===== config.mk =====
export PLATFORM = sky130hd
export DESIGN_NAME = dac_spi_frame_scheduler_flat
export DESIGN_NICKNAME = d
export VERILOG_FILES = /design/src/rtl/dac_spi_frame_scheduler_if.sv /design/src/rtl/dac_spi_frame_scheduler.sv /design/src/flat_wrapper.sv
export SDC_FILE = /design/constraint.sdc
export NUM_CORES = 1
export LEC_CHECK = 0
export BUFFER_PORTS_ARGS = -buffer_cell sky130_fd_sc_hd__buf_4
export CORE_UTILIZATION = 30
export CTS_CLUSTER_SIZE = 12
export DETAILED_ROUTE_END_ITERATION = 10
export SYNTH_ARGS = -nofsm -noshare
export SYNTH_HDL_FRONTEND = slang
export SYNTH_SLANG_ARGS = --single-unit

===== constraint.sdc =====
create_clock -name dataclk -period 4.35 [get_ports dataclk]
set_input_delay 0 -clock dataclk [delete_from_list [all_inputs] [get_ports dataclk]]
set_output_delay 0 -clock dataclk [all_outputs]
set_load 0.1 [all_outputs]

===== src/rtl/dac_spi_frame_scheduler_if.sv =====
// Request/pin bundle for the shared DAC SPI scheduler; drop_count exists only with DAC_SCHED_DROP_CNT_EN.
interface dac_spi_frame_scheduler_if #(
   parameter int N_CH   = 8,
   parameter int DATA_W = 16
);
   localparam int CH_W = $clog2(N_CH);

   logic [N_CH-1:0]        en;
   logic [N_CH-1:0]        req_valid;
   logic [N_CH*DATA_W-1:0] req_data;
   logic [N_CH-1:0]        DAC_SYNC;
   logic                   DAC_SCLK;
   logic                   DAC_DIN;
   logic                   busy;
   logic [CH_W-1:0]        ch_active;
   logic [N_CH-1:0]        pending;
   logic                   frame_done;
`ifdef DAC_SCHED_DROP_CNT_EN
   logic [15:0]            drop_count;

   modport master (output en, req_valid, req_data,
                   input  DAC_SYNC, DAC_SCLK, DAC_DIN, busy, ch_active, pending, frame_done, drop_count);
   modport slave  (input  en, req_valid, req_data,
                   output DAC_SYNC, DAC_SCLK, DAC_DIN, busy, ch_active, pending, frame_done, drop_count);
`else
   modport master (output en, req_valid, req_data,
                   input  DAC_SYNC, DAC_SCLK, DAC_DIN, busy, ch_active, pending, frame_done);
   modport slave  (input  en, req_valid, req_data,
                   output DAC_SYNC, DAC_SCLK, DAC_DIN, busy, ch_active, pending, frame_done);
`endif
endinterface


===== src/rtl/dac_spi_frame_scheduler.sv =====
// Round-robin scheduler sharing one SPI shifter among N_CH DACs: 24-bit frames {8'h00, sample}, MSB first.
// Optional DAC_SCHED_DROP_CNT_EN adds a saturating drop counter (overwrites and disabled-channel requests).
module dac_spi_frame_scheduler #(
   parameter int N_CH     = 8,
   parameter int DATA_W   = 16,
   parameter int SCLK_DIV = 1,
   parameter int GAP_CYC  = 2
) (
   input  logic                       dataclk,
   input  logic                       reset,
   dac_spi_frame_scheduler_if.slave   bus
);
   localparam int FRAME_W = DATA_W + 8;
   localparam int CH_W    = $clog2(N_CH);
   localparam int DIV_W   = $clog2(SCLK_DIV + 1);
   localparam int GAP_W   = $clog2(GAP_CYC + 1);
   localparam int BIT_W   = $clog2(FRAME_W);

   typedef enum logic [1:0] {IDLE, SHIFT, GAP} state_t;

   state_t                       state_q, state_d;
   logic [N_CH-1:0]              pending_q, pending_d;
   logic [N_CH-1:0][DATA_W-1:0]  data_buf_q, data_buf_d;
   logic [FRAME_W-1:0]           shreg_q, shreg_d;
   logic [N_CH-1:0]              sync_q, sync_d;
   logic                         sclk_q, sclk_d;
   logic                         din_q, din_d;
   logic                         busy_q, busy_d;
   logic                         frame_done_q, frame_done_d;
   logic [CH_W-1:0]              ch_q, ch_d;
   logic [CH_W-1:0]              rr_ptr_q, rr_ptr_d;
   logic [DIV_W-1:0]             div_cnt_q, div_cnt_d;
   logic [BIT_W-1:0]             bit_cnt_q, bit_cnt_d;
   logic [GAP_W-1:0]             gap_cnt_q, gap_cnt_d;
`ifdef DAC_SCHED_DROP_CNT_EN
   logic [15:0]                  drop_cnt_q, drop_cnt_d;
`endif

   logic [N_CH-1:0][DATA_W-1:0]  req_dat;
   logic                         grant_vld;
   logic [CH_W-1:0]              grant_idx;
   logic [CH_W-1:0]              scan_idx;
   logic [FRAME_W-1:0]           frame_dat;
   logic                         granting;

   assign req_dat  = bus.req_data;
   assign granting = (state_q == IDLE) && grant_vld;

   // Scan downward so the last hit is the nearest channel above rr_ptr.
   always_comb begin
      grant_vld = |pending_q;
      grant_idx = '0;
      scan_idx  = '0;
      for (int k = N_CH; k >= 1; k--) begin
         scan_idx = CH_W'((int'(rr_ptr_q) + k) % N_CH);
         if (pending_q[scan_idx]) grant_idx = scan_idx;
      end
   end

   always_comb begin
      state_d      = state_q;
      pending_d    = pending_q;
      data_buf_d   = data_buf_q;
      shreg_d      = shreg_q;
      sync_d       = sync_q;
      sclk_d       = sclk_q;
      din_d        = din_q;
      busy_d       = busy_q;
      frame_done_d = 1'b0;
      ch_d         = ch_q;
      rr_ptr_d     = rr_ptr_q;
      div_cnt_d    = div_cnt_q;
      bit_cnt_d    = bit_cnt_q;
      gap_cnt_d    = gap_cnt_q;
      frame_dat    = {8'h00, data_buf_q[grant_idx]};

      case (state_q)
         IDLE: begin
            if (grant_vld) begin
               ch_d                 = grant_idx;
               rr_ptr_d             = grant_idx;
               shreg_d              = frame_dat;
               pending_d[grant_idx] = 1'b0;
               sync_d               = '1;
               sync_d[grant_idx]    = 1'b0;
               din_d                = frame_dat[FRAME_W-1];
               sclk_d               = 1'b0;
               busy_d               = 1'b1;
               div_cnt_d            = '0;
               bit_cnt_d            = '0;
               state_d              = SHIFT;
            end
         end
         SHIFT: begin
            if (div_cnt_q == DIV_W'(SCLK_DIV - 1)) begin
               div_cnt_d = '0;
               if (!sclk_q) begin
                  sclk_d  = 1'b1;
                  din_d   = shreg_q[FRAME_W-1];
                  shreg_d = {shreg_q[FRAME_W-2:0], 1'b0};
               end else begin
                  sclk_d = 1'b0;
                  if (bit_cnt_q == BIT_W'(FRAME_W - 1)) begin
                     sync_d       = '1;
                     frame_done_d = 1'b1;
                     gap_cnt_d    = '0;
                     state_d      = GAP;
                  end else begin
                     bit_cnt_d = bit_cnt_q + BIT_W'(1);
                  end
               end
            end else begin
               div_cnt_d = div_cnt_q + DIV_W'(1);
            end
         end
         GAP: begin
            if (gap_cnt_q == GAP_W'(GAP_CYC - 1)) begin
               busy_d  = 1'b0;
               state_d = IDLE;
            end else begin
               gap_cnt_d = gap_cnt_q + GAP_W'(1);
            end
         end
         default: state_d = IDLE;
      endcase

      // Applied after the grant so a same-cycle request re-arms the granted channel.
      for (int i = 0; i < N_CH; i++) begin
         if (bus.req_valid[i] && bus.en[i]) begin
            pending_d[i]  = 1'b1;
            data_buf_d[i] = req_dat[i];
         end else if (!bus.en[i]) begin
            pending_d[i] = 1'b0;
         end
      end
   end

`ifdef DAC_SCHED_DROP_CNT_EN
   always_comb begin
      drop_cnt_d = drop_cnt_q;
      for (int i = 0; i < N_CH; i++) begin
         if (bus.req_valid[i] && (!bus.en[i] ||
             (pending_q[i] && !(granting && grant_idx == CH_W'(i))))) begin
            if (drop_cnt_d != 16'hFFFF) drop_cnt_d = drop_cnt_d + 16'd1;
         end
      end
   end
`endif

   always_ff @(posedge dataclk or negedge reset) begin
      if (!reset) begin
         state_q      <= IDLE;
         pending_q    <= '0;
         data_buf_q   <= '0;
         shreg_q      <= '0;
         sync_q       <= '1;
         sclk_q       <= 1'b0;
         din_q        <= 1'b0;
         busy_q       <= 1'b0;
         frame_done_q <= 1'b0;
         ch_q         <= '0;
         rr_ptr_q     <= CH_W'(N_CH - 1);
         div_cnt_q    <= '0;
         bit_cnt_q    <= '0;
         gap_cnt_q    <= '0;
`ifdef DAC_SCHED_DROP_CNT_EN
         drop_cnt_q   <= '0;
`endif
      end else begin
         state_q      <= state_d;
         pending_q    <= pending_d;
         data_buf_q   <= data_buf_d;
         shreg_q      <= shreg_d;
         sync_q       <= sync_d;
         sclk_q       <= sclk_d;
         din_q        <= din_d;
         busy_q       <= busy_d;
         frame_done_q <= frame_done_d;
         ch_q         <= ch_d;
         rr_ptr_q     <= rr_ptr_d;
         div_cnt_q    <= div_cnt_d;
         bit_cnt_q    <= bit_cnt_d;
         gap_cnt_q    <= gap_cnt_d;
`ifdef DAC_SCHED_DROP_CNT_EN
         drop_cnt_q   <= drop_cnt_d;
`endif
      end
   end

   assign bus.DAC_SYNC   = sync_q;
   assign bus.DAC_SCLK   = sclk_q;
   assign bus.DAC_DIN    = din_q;
   assign bus.busy       = busy_q;
   assign bus.ch_active  = ch_q;
   assign bus.pending    = pending_q;
   assign bus.frame_done = frame_done_q;
`ifdef DAC_SCHED_DROP_CNT_EN
   assign bus.drop_count = drop_cnt_q;
`endif
endmodule

===== src/flat_wrapper.sv =====
// flat-port wrapper written by rule: the top's interface ports become plain ports
module dac_spi_frame_scheduler_flat 
#(
   parameter int N_CH     = 8,
   parameter int DATA_W   = 16,
   parameter int SCLK_DIV = 1,
   parameter int GAP_CYC  = 2
)
  (dataclk, reset, bus_en, bus_req_valid, bus_req_data, bus_DAC_SYNC, bus_DAC_SCLK, bus_DAC_DIN, bus_busy, bus_ch_active, bus_pending, bus_frame_done);
  dac_spi_frame_scheduler_if #(.N_CH(N_CH), .DATA_W(DATA_W)) bus_i ();
  input  logic dataclk;
  input  logic reset;
  input wire logic [$bits(bus_i.en)-1:0] bus_en;
  input wire logic [$bits(bus_i.req_valid)-1:0] bus_req_valid;
  input wire logic [$bits(bus_i.req_data)-1:0] bus_req_data;
  output wire logic [$bits(bus_i.DAC_SYNC)-1:0] bus_DAC_SYNC;
  output wire logic [$bits(bus_i.DAC_SCLK)-1:0] bus_DAC_SCLK;
  output wire logic [$bits(bus_i.DAC_DIN)-1:0] bus_DAC_DIN;
  output wire logic [$bits(bus_i.busy)-1:0] bus_busy;
  output wire logic [$bits(bus_i.ch_active)-1:0] bus_ch_active;
  output wire logic [$bits(bus_i.pending)-1:0] bus_pending;
  output wire logic [$bits(bus_i.frame_done)-1:0] bus_frame_done;
  assign bus_i.en = bus_en;
  assign bus_i.req_valid = bus_req_valid;
  assign bus_i.req_data = bus_req_data;
  assign bus_DAC_SYNC = bus_i.DAC_SYNC;
  assign bus_DAC_SCLK = bus_i.DAC_SCLK;
  assign bus_DAC_DIN = bus_i.DAC_DIN;
  assign bus_busy = bus_i.busy;
  assign bus_ch_active = bus_i.ch_active;
  assign bus_pending = bus_i.pending;
  assign bus_frame_done = bus_i.frame_done;
  dac_spi_frame_scheduler #(.N_CH(N_CH), .DATA_W(DATA_W), .SCLK_DIV(SCLK_DIV), .GAP_CYC(GAP_CYC)) u_core (.dataclk(dataclk), .reset(reset), .bus(bus_i));
endmodule

== Word-level counts from Yosys, hierarchy flattened ==
Cells that the tools add are included.
W data, S select, Z words.
Operators by class
  reduce and logical (&&, ||, !) cells: 31
  equality and inequality tests: 28
  $add $sub $neg: 11
  bitwise logic cells: 2
  order comparisons: 10
  multiplexer cells: 87
Operators by type and width (count)
  $mux W24: 3
  $bmux W16 S3: 1
  $mux W8: 6
  $ne A3 B1 Y1 const B: 16
  $pmux W24 S2: 1
  $mux W1: 37
  $lt A3 B4 Y1 const B: 9
  $bmux W1 S3: 8
  $mux W3: 8
  $mux W5: 4
  $reduce_and A2 Y1: 10
  $reduce_and A5 Y1: 4
  $mux W2: 9
  $mux W16: 1
  $pmux W8 S2: 1
  $add A3 B3 Y3 const B: 4
  $pmux W5 S2: 1
  $logic_and A1 B1 Y1: 9
  $and A8 B8 Y8: 1
  $ne A2 B1 Y1 const B: 4
  $ne A2 B2 Y1 const B: 4
  $not A8 Y8: 1
  $pmux W1 S2: 4
  $reduce_or A8 Y1: 1
  16 further kinds: 22
Word-level totals
  output and inout bits: 23
  flip-flop bits (word level): 188
  logic and storage cells: 197

== Depth between registers and ports, before layout ==
  depth after elaboration: 21
  gate-level depth with buffers: 17
  gate-level depth less buffers: 11

== Worst setup path before layout ==
Ideal clock, no wire load.
  path type: register -> register
  start: register u_core.rr_ptr_q[1]
  end: register u_core.shreg_q[0]
  period minus slack after synthesis: 3.690 ns
  data required time: 4.228 ns
  setup slack: 0.660 ns
  arrival time: 3.569 ns
  cell stages (with the launch flop): 16
  cell sequence: dfstp_2 -> buf_2 -> buf_2 -> inv_1 -> ha_1 -> buf_6 -> mux2_4 -> mux4_2 -> o32ai_2 -> o31ai_1 -> a32oi_1 -> nand2_1 -> buf_6 -> buf_4 -> o31a_1 -> a32o_1
Between the ends
  cells in the longest elaborated chain, start to end: 15
RTL lines
  from (decl): line dac_spi_frame_scheduler.sv:31  | logic [CH_W-1:0] rr_ptr_q, rr_ptr_d;
  from (signal assigned): line dac_spi_frame_scheduler.sv:162  | rr_ptr_q <= CH_W'(N_CH - 1);
  from (signal assigned): line dac_spi_frame_scheduler.sv:180  | rr_ptr_q <= rr_ptr_d;
  $add A3 B1 Y3: line dac_spi_frame_scheduler.sv:55  | scan_idx = CH_W'((int'(rr_ptr_q) + k) % N_CH);
  $bmux W1 S3: line dac_spi_frame_scheduler.sv:56  | if (pending_q[scan_idx]) grant_idx = scan_idx;
  $mux W1 (not written as such): line dac_spi_frame_scheduler.sv:56
  $mux W3 (7 in series): line dac_spi_frame_scheduler.sv:56
  $mux W3 (*): line dac_spi_frame_scheduler.sv:56
  $bmux W16 S3 (*): line dac_spi_frame_scheduler.sv:75  | frame_dat = {8'h00, data_buf_q[grant_idx]};
  $mux W16 (not written as such) (*): line dac_spi_frame_scheduler.sv:75
  $mux W24 (*): line dac_spi_frame_scheduler.sv:79  | if (grant_vld) begin
  $pmux W24 S2 (*): line dac_spi_frame_scheduler.sv:77  | case (state_q)
  to (signal assigned): line dac_spi_frame_scheduler.sv:173  | shreg_q <= shreg_d;
  to (decl): line dac_spi_frame_scheduler.sv:24  | logic [FRAME_W-1:0] shreg_q, shreg_d;
Every way passes the cells marked *; elsewhere a longest branch is shown, timed or not. The select of a mux whose other input is x is not followed.
A chain may end at the register's enable or synchronous reset.

== Worst setup path after layout ==
  start: register u_core.rr_ptr_q[0]
  end: register u_core.shreg_q[0]
Same word-level chain as after synthesis.

==> impl_metrics.ini <==
[pwr]
p_clk_frac = 0.143
p_comb_frac = 0.637
cellPowerDensity_nw_per_um2 = 843
ir_drop_mv = 0.790
seqPwrFrac = 0.221
p_sw_mw = 5.33
switching_share = 0.484
power.leakage_nw = 5.65
p_int_mw = 5.67

[timing]
skew_ns = 0.0122
min_period_ns = 4.03
final_max_slew_viol_count = 0
fin_crit_sh = 0.927
setup_viol_count_final = 0
clock.fmax_ghz = 0.248
grt_setup_unrepaired = no
tightest_slew_ns = 1.08
slew_headroom = 0.277
finalHoldViolCount = 0
setup_tns_ns = 0

[logic_synthesis]
synth_seq_area_share = 0.502
synth_nets = 944
ys.warnings.count = 0
synth-async-reset-ratio = 1.00
synth_edf_count = 0
ys_ff_latch = 187
synthTopCellsByArea = dfrtp_1 (47%), mux2_2 (17%), mux2i_1 (4.2%)
synthCells = 794
synth_ff_type = dfrtp_1
ys_types = 57
synth_area_um2 = 9350
synth_top_area_frac = 0.471
ys_top_cells_by_count = dfrtp_1 (176), mux2_2 (143), nand2_1 (69)
avgSynthCellArea_um2 = 11.8
synth_most_common_cell = dfrtp_1
synth_top_area_cell = dfrtp_1

[floorplanning]
start_util = 0.306
ios = 169
dieArea_um2 = 31900
fp.dieH_um = 179
rows = 64
coreArea_um2 = 30600
dieWidth_um = 179

[grt]
grt_pass1_wl_um = 43800
antenna_found_initial = 2
first_global_vias = 7786
grt_max_degree = 98
grt_usage = 0.183
gr-total-overflow = 0

[clocking]
cts_buffers = 17
htreeDepth = 4
ctsResizeCount = 0
worstSkewPairLatency_ns = 0.44
clk_path_buf_depth = 2
cts_sinks = 187
cts_tree = done
clkTransAtPathRegs_ns = 0.07
cts_root_buf = clkbuf_16

[placed_design]
gp_congestion = 0.851
place_area_um2 = 11000
port_buffers = 168
dpl.hpwl_um = 19600

[hold_path]
holdCritPathClass = in2async

[routing]
via_per_inst = 5.05
drc = 0
drt_pass1_iterations = 5
ant_nets = 0
drt-initial-drc-count = 389
drt_wl_total_um = 28300
vias = 7573
wl_per_cell_um = 18.8

[worst_setup_path]
critPathMaxFanout = 13
critPathArrivalTime_ns = 4.41
required_ns = 4.72
critPathKind = reg2reg
critPathLaunchType = flip-flop
endpoint_kind = flip-flop

[layout]
layout.nets = 1238
syn_to_final_growth_pct = 39.6
num-fill-cells = 2910
fin_area_um2 = 13000
layout-drive-gt1-share = 0.366

[run]
cap_viol_max_count = 0

[status]
status = complete, no violations
[worst paths after layout]
path                                                start                                 end  slack [ns]  cells after the start
setup / recovery           u_core.rr_ptr_q[0]$_DFFE_PN1P_       u_core.shreg_q[0]$_DFFE_PN0P_        0.32                     12
hold / removal                                      reset  u_core.data_buf_q[120]$_DFFE_PN0P_        0.20                      2
setup reg to reg           u_core.rr_ptr_q[0]$_DFFE_PN1P_       u_core.shreg_q[0]$_DFFE_PN0P_        0.32                     12
hold reg to reg            u_core.shreg_q[23]$_DFFE_PN0P_      u_core.shreg_q[23]$_DFFE_PN0P_        0.47                      2
max in group asynchronous                           reset  u_core.bus.DAC_SYNC[0]$_DFFE_PN1P_        3.13                      3
min in group dataclk                     bus_req_data[39]   u_core.data_buf_q[39]$_DFFE_PN0P_        0.33                      3
[logic make-up (layout without fill, tap and decap cells)]
| logic type | after synthesis | after routing | synth area share |
|---|---|---|---|
| AO/OA/AOI/OAI | 197 | 197 | 0.135 |
| multiplexers | 198 | 198 | 0.250 |
| flip-flops | 187 | 187 | 0.502 |
| adder cells (fa/ha/maj) | 4 | 4 | 0.00535 |
| other | 0 | 2 | 0 |
| buffers and inverters | 59 | 366 | 0.0304 |
| XOR/XNOR | 8 | 8 | 0.00749 |
| AND/OR/NAND/NOR | 141 | 141 | 0.0692 |
[power groups by stage]
stage | Combinational, mW | Clock, mW | Sequential, mW
floorplan | 4.74 | 0 | 2.79
global placement | 6.84 | 0 | 2.45
detailed placement | 6.88 | 0 | 2.46
CTS | 7.02 | 1.62 | 2.43
global route | 7.58 | 1.68 | 2.48
finish | 7.00 | 1.57 | 2.43
[state kept, by name, summed over array words and instances, names as in the netlist]
signal / flops
u_core.data_buf_q: 128
u_core.shreg_q: 24
u_core.bus.DAC_SYNC: 8
u_core.bus.pending: 8
u_core.bit_cnt_q: 5
u_core.bus.ch_active: 3
u_core.rr_ptr_q: 3
u_core.gap_cnt_q: 2
u_core.state_q: 2
u_core.bus.DAC_DIN: 1
u_core.bus.DAC_SCLK: 1
u_core.bus.busy: 1
u_core.bus.frame_done: 1
[cell usage in the layout, fill, tap and decap left out, types with 10 or more instances in the layout]
master and count:
o21ai_0 62, nor2_1 19, buf_4 177, mux4_2 13
dlygate4sd3_1 145, mux2i_1 39, dfstp_2 11, o22ai_1 14
a21oi_1 33, clkbuf_16 17, nand2_1 68, dfrtp_1 176
mux2_2 143, o21ai_1 10, nand3_1 11, or3_1 11
o21a_1 17
[per-layer routing]
layer	track usage	vias to the layer above	share of wire
li1	-	3502	-
met1	0.241	3797	0.44
met2	0.304	248	0.48
met3	0.0388	26	0.057
met4	0.0491	0	0.017
met5	0	-	0
[metrics by stage]
| stage | setup slack (ns) | total power [mW] | utilization | instances | hold WS (ns) |
|---|---|---|---|---|---|
| final | 0.319 | 11.0 | 0.427 | 1499 | 0.205 |
| after global routing | 0.103 | 11.7 | 0.426 | 1497 | 0.285 |
| after detailed placement | 0.326 | 9.34 | 0.360 | 1320 | 0.148 |
| after global placement | 0.381 | 9.30 | 0.360 | 1320 | 0.151 |
| after floorplan | 0.660 | 7.54 | - | 794 | -0.296 |
| after CTS | 0.316 | 11.1 | 0.426 | 1497 | 0.236 |
[layout make-up]
| type | instances | area [um^2] | area share |
|---|---|---|---|
| repair buffers | 326 | 2850 | 0.219 |
| diodes | 2 | 5.00 | 0.000384 |
| clock inverters | 15 | 156 | 0.0120 |
| clock buffers | 17 | 425 | 0.0326 |
| well taps | 396 | 495 | 0.0380 |
| flip-flops and latches | 187 | 4690 | 0.360 |
| inverters | 8 | 30.0 | 0.00230 |
| multi-input cells | 548 | 4390 | 0.336 |
[critical path: stages, from the launching register on]
cell,delay (ns)
dfstp_2,0.53
inv_1,0.09
ha_1,0.63
mux2_2,0.42
mux4_2,0.47
o32ai_2,0.17
o31ai_1,0.12
a32oi_1,0.26
and2_1,0.52
buf_4,0.22
nor3_1,0.04
o32ai_1,0.29
a32o_1,0.20
[repair_timing]
action	4_1_cts	5_1_grt
hold buffers	145	0
setup buffers	0	0
hold endpoints to repair	224	0
Power figures use the tool's default switching activity.
